### config.mk
export PLATFORM = sky130hd
export DESIGN_NAME = ks_program_memory
export DESIGN_NICKNAME = d
export VERILOG_FILES = /design/src/rtl/k_and_s_pkg.sv /design/src/rtl/ks_sync_ram.sv /design/src/rtl/ks_program_memory.sv
export SDC_FILE = /design/constraint.sdc
export NUM_CORES = 1
export LEC_CHECK = 0
export CAP_MARGIN = 20
export CORE_AREA = 8 8 274 276
export DETAILED_ROUTE_END_ITERATION = 12
export DIE_AREA = 0 0 282 284
export GPL_TIMING_DRIVEN = 0
export PLACE_DENSITY = 0.54
export SYNTH_ARGS = -nofsm -noshare
export SYNTH_HDL_FRONTEND = slang
export SYNTH_SLANG_ARGS = --single-unit
### constraint.sdc
create_clock -name clk -period 2.77 [get_ports clk]
set_input_delay 0.277 -clock clk [delete_from_list [all_inputs] [get_ports clk]]
set_output_delay 0.277 -clock clk [all_outputs]
set_load 0.03 [all_outputs]
### src/rtl/k_and_s_pkg.sv
// Shared types and sizing constants for the K&S processor and its memory-side blocks.
package k_and_s_pkg;

  localparam int KS_ADDR_W = 5;
  localparam int KS_DATA_W = 16;

  typedef enum logic [1:0] {
    LOAD = 2'd0,
    DONE = 2'd1,
    RUN  = 2'd2
  } loader_state_type;

endpackage

### src/rtl/ks_sync_ram.sv
// Single-port-style synchronous RAM: one write port, one registered read port,
// read-first on address collision, 1-cycle read latency.
module ks_sync_ram
  import k_and_s_pkg::*;
#(
  parameter int ADDR_W = KS_ADDR_W,
  parameter int DATA_W = KS_DATA_W,
  parameter int DEPTH  = 32
) (
  input  logic              clk,
  input  logic              rst,
  input  logic              we,
  input  logic [ADDR_W-1:0] waddr,
  input  logic [DATA_W-1:0] wdata,
  input  logic [ADDR_W-1:0] raddr,
  output logic [DATA_W-1:0] rdata
);

  logic [DATA_W-1:0] mem_q [DEPTH];
  logic [DATA_W-1:0] rdata_d;
  logic [DATA_W-1:0] rdata_q;

  always_comb begin
    rdata_d = mem_q[raddr];
  end

  // Array contents deliberately survive reset so a reset mid-load keeps earlier words.
  always_ff @(posedge clk) begin
    if (we) begin
      mem_q[waddr] <= wdata;
    end
  end

  always_ff @(posedge clk) begin
    if (rst) begin
      rdata_q <= {DATA_W{1'b0}};
    end else begin
      rdata_q <= rdata_d;
    end
  end

  assign rdata = rdata_q;

endmodule

### src/rtl/ks_program_memory.sv
// Program memory for the K&S core: boot loader FSM filling RAM from address 0,
// core reset hold until loading completes, and the core's read/write port.
module ks_program_memory
  import k_and_s_pkg::*;
#(
  parameter int ADDR_W = KS_ADDR_W,
  parameter int DATA_W = KS_DATA_W,
  parameter int DEPTH  = 32
) (
  input  logic              clk,
  input  logic              rst,
  input  logic [ADDR_W-1:0] ram_addr,
  input  logic [DATA_W-1:0] ram_wdata,
  input  logic              ram_write_enable,
  output logic [DATA_W-1:0] ram_rdata,
  input  logic              load_start,
  input  logic              load_valid,
  output logic              load_ready,
  input  logic [DATA_W-1:0] load_data,
  input  logic              load_last,
  output logic [ADDR_W:0]   load_count,
  output logic              load_overflow,
  output logic              core_hold
);

  localparam logic [ADDR_W:0] LAST_IDX = (ADDR_W+1)'(DEPTH - 1);
  localparam logic [ADDR_W:0] ONE      = (ADDR_W+1)'(1);

  loader_state_type state_q, state_d;
  logic [ADDR_W:0]  count_q, count_d;
  logic             overflow_q, overflow_d;
  logic             core_hold_q, core_hold_d;

  logic              transfer_s;
  logic              core_we_s;
  logic              ram_we_s;
  logic [ADDR_W-1:0] ram_waddr_s;
  logic [DATA_W-1:0] ram_wdata_s;

  assign load_ready = (state_q == LOAD) && !rst;
  assign transfer_s = load_valid && load_ready;
  assign core_we_s  = ram_write_enable && (state_q == RUN) && !rst;

  always_comb begin
    state_d    = state_q;
    count_d    = count_q;
    overflow_d = overflow_q;
    case (state_q)
      LOAD: begin
        if (transfer_s) begin
          count_d = count_q + ONE;
          // The 32nd word always ends the load so the write pointer never wraps.
          if (load_last || (count_q == LAST_IDX)) begin
            state_d = DONE;
          end else begin
            state_d = LOAD;
          end
          if (!load_last && (count_q == LAST_IDX)) begin
            overflow_d = 1'b1;
          end else begin
            overflow_d = overflow_q;
          end
        end else begin
          state_d = LOAD;
        end
      end
      DONE: begin
        state_d = RUN;
      end
      RUN: begin
        if (load_start) begin
          state_d    = LOAD;
          count_d    = {(ADDR_W+1){1'b0}};
          overflow_d = 1'b0;
        end else begin
          state_d = RUN;
        end
      end
      default: begin
        state_d = LOAD;
      end
    endcase
    core_hold_d = (state_d != RUN);
  end

  always_ff @(posedge clk) begin
    if (rst) begin
      state_q     <= LOAD;
      count_q     <= {(ADDR_W+1){1'b0}};
      overflow_q  <= 1'b0;
      core_hold_q <= 1'b1;
    end else begin
      state_q     <= state_d;
      count_q     <= count_d;
      overflow_q  <= overflow_d;
      core_hold_q <= core_hold_d;
    end
  end

  // Loader and core writes are mutually exclusive by state, so a simple mux suffices.
  always_comb begin
    if (transfer_s) begin
      ram_waddr_s = count_q[ADDR_W-1:0];
      ram_wdata_s = load_data;
    end else begin
      ram_waddr_s = ram_addr;
      ram_wdata_s = ram_wdata;
    end
    ram_we_s = transfer_s || core_we_s;
  end

  ks_sync_ram #(
    .ADDR_W(ADDR_W),
    .DATA_W(DATA_W),
    .DEPTH (DEPTH)
  ) u_ram (
    .clk  (clk),
    .rst  (rst),
    .we   (ram_we_s),
    .waddr(ram_waddr_s),
    .wdata(ram_wdata_s),
    .raddr(ram_addr),
    .rdata(ram_rdata)
  );

  assign load_count    = count_q;
  assign load_overflow = overflow_q;
  assign core_hold     = core_hold_q;

endmodule

==> flow_metrics.env <==
export IMPL_outcome="finished, violations left"
export IMPL_failed_checks="setup timing"
export IMPL_start_util=0.297
export IMPL_r2r_end="u_ram.mem_q[25][4]"
export IMPL_startpoint_type="input pin"
export IMPL_ys_warn_count=0
export IMPL_via_per_inst=4.85
export IMPL_layout_drive_gt1_share=0.252
export IMPL_irDropWorstVdd_mv=0.468
export IMPL_cap_violations=0
export IMPL_cts_reportedPaths_clkPinSlew_ps=60
export IMPL_cp_arrival_ps=3110
export IMPL_synth_area_per_cell_um2=20.6
export IMPL_hold_depth=3
export IMPL_power_leakage_nw=8.11
export IMPL_worst_r2r_startpoint="state_q[1]"
export IMPL_path_max_fanout=10
export IMPL_post_cts_buffers=0
export IMPL_clockBufferDepth=3
export IMPL_synthFlopType="edfxtp_1"
export IMPL_synth_top_area_cell="edfxtp_1"
export IMPL_setup_viol=16
export IMPL_synthDistinctLibCells=44
export IMPL_cp_slowest_stage_delay_ps=640
export IMPL_crit_path_top_delay_cell="nor2_1"
export IMPL_drcViolationCount=0
export IMPL_num_fill_cells=6547
export IMPL_cts_hold_buf=0
export IMPL_synth_area_top_cells="edfxtp_1, mux4_2, mux2i_1"
export IMPL_place_congestion=0.818
export IMPL_period_minus_slack_ps=2820
export IMPL_register_area_um2=15900
export IMPL_dr_pass1_iters=5
export IMPL_finalSetupTns_ps=-560
export IMPL_crit_path_end_kind="flop"
export IMPL_wl_mm=54.2
export IMPL_portBuffers=64
export IMPL_fin_worst_skew_ps=16.5
export IMPL_min_to="state_q[0]"
export IMPL_fmax_mhz=355
export IMPL_overflow=0
export IMPL_synthDominantCellAreaShare=0.733
export IMPL_grt_max_degree=33
export IMPL_hold_violations=0
export IMPL_p_per_area_nw_per_um2=681
export IMPL_ctsResizeCount=6
export IMPL_syn_area_um2=21000
export IMPL_grt_use_total=0.133
export IMPL_area_growth_pct=21.4
export IMPL_ios=68
export IMPL_post_drt_wl_per_cell_um=24.9
export IMPL_grt_pass1_vias=10900
export IMPL_die_height_um=284
export IMPL_core_area_um2=70800
export IMPL_rows=98
export IMPL_synth_edff_count=512
export IMPL_final_max_slew_viol_count=0
export IMPL_clockRootBuffer="clkbuf_16"
export IMPL_slew_headroom=0.410
export IMPL_synth_seq_cells=538
export IMPL_syn_num_nets=1061
export IMPL_worst_slack_ps=-45.2
export IMPL_critPathKind="in2reg"
export IMPL_multi_input_area_um2=4840
export IMPL_drt_iter0_drc=992
export IMPL_cp_cell_sequence="clkdlybuf4s50_1, clkbuf_1, nor2_1, mux2_2, nand2_1, nor2_2, buf_8"
export IMPL_fin_crit_sh=1.02
export IMPL_synthArstFlopShare=0
export IMPL_cts_num_sinks=538
export IMPL_dieArea_um2=80100
export IMPL_required_ps=3070
export IMPL_antenna_found_initial=1
export IMPL_worstRegToRegCells=8
export IMPL_grt_pass1_wl_mm=76.7
export IMPL_postLayoutCoreUtil=0.360
export IMPL_vias=10500
export IMPL_worst_pin_slew_ps=885
export IMPL_power_mw=17.3
export IMPL_rsz0062_at_grt="yes"
export IMPL_ys_seq_area_frac=0.757
export IMPL_cts_buffers=54
export IMPL_ant_nets=0
export IMPL_cts_htree_levels=2
export IMPL_fin_hold_ws_ps=336
export IMPL_rrSetupSlack_ps=-20
export IMPL_syn_inst=1017
export IMPL_cts_tree="done"
export IMPL_die_x_um=282
export IMPL_hold_path_class="in2reg"
export IMPL_min_from="load_last"
export IMPL_hpwl_mm=37.4
export IMPL_insertion_delay_ps=600
export IMPL_nets=1224
## synth_stat cells, drive strengths merged (2+ instances only)
cell / n
a211oi: 4
clkbuf: 18
nor3b: 5
and3: 2
dfxtp: 26
mux2: 3
inv: 2
a31oi: 16
nor2: 46
xnor2: 4
o2111ai: 3
a221o: 16
o21ai: 17
nor2b: 5
a21oi: 3
nand2: 67
nand3: 2
nor3: 5
nand2b: 3
a221oi: 13
a22oi: 16
o21bai: 2
mux2i: 68
edfxtp: 512
mux4: 112
buf: 39
## flip-flops by register name, indices dropped and copies added (netlist names)
| signal | cells |
|---|---|
| load_overflow | 1 |
| core_hold | 1 |
| u_ram.rdata | 16 |
| u_ram.mem_q | 512 |
| load_count | 6 |
| state_q | 2 |
## critical path, delay by kind of cell
kind / cells / cell delay [ps]
simple gates: 3 / 1410
buf+inv: 3 / 1110
mux: 1 / 300
## kinds of logic after synthesis
group,after synthesis,synth area share
AOI/OAI and AO/OA,92,0.0334
xor gates and xnor gates,4,0.00167
adders and majority gates,1,0.000596
buffers and inverters,60,0.0204
DFF,538,0.757
muxes,183,0.158
and+or+nand+nor,139,0.0289
## worst max-delay path by stage
stage / startpoint / endpoint / cells past startpoint
after floorplan: state_q[1] / u_ram.mem_q[26][0] / 6
after global placement: ram_addr[1] / u_ram.mem_q[14][14] / 6
after detailed placement: load_valid / u_ram.mem_q[19][10] / 6
after CTS: state_q[1] / u_ram.mem_q[26][4] / 7
after global routing: ram_addr[3] / u_ram.mem_q[25][4] / 7
final: ram_addr[4] / u_ram.mem_q[5][12] / 7
## per-layer routing
metal  global-route usage  wire length, um
met5                    0               13
met4               0.0349              918
met3               0.0340             4220
met2                0.216            26200
met1                0.176            22800
## power by group
group / total, mW / internal [mW] / switching [mW]
Clock: 7.01 / 4.10 / 2.91
Combinational: 1.26 / 0.470 / 0.787
Sequential: 9.08 / 9.05 / 0.0210
Total: 17.3 / 13.6 / 3.72
## layout by cell type (no fill, tap or decap), types with 11 or more instances in the layout
master             n
nand2_1           58
clkbuf_1          30
nor2_4            11
clkdlybuf4s50_1   64
clkinv_1          13
nor2_1            14
mux2i_1           65
buf_8             35
dfxtp_1           26
nor2_2            21
clkbuf_16         57
a31oi_1           16
buf_2             13
edfxtp_1         512
mux4_2           103
a22oi_1           16
a221oi_1          13
a221o_1           16
## per-stage QoR
step	instances	worst slack [ps]	instance area, um^2
after global placement	2031	-1380	22800
final	2171	-45.2	25500
after CTS	2169	-116	25400
after global routing	2170	-130	25500
after floorplan	1017	173	21000
after detailed placement	2073	-765	23600
## cell type report
type	count	share of cell area
antenna	1	0.0000982
timing repair buffer	107	0.0553
buffer	57	0.0164
inverter	3	0.000442
clock buffer	78	0.0619
sequential	538	0.624
tap	950	0.0467
multi-input combinational	419	0.190
clock inverter	18	0.00506
No activity file was read; power rests on OpenSTA's default activity.
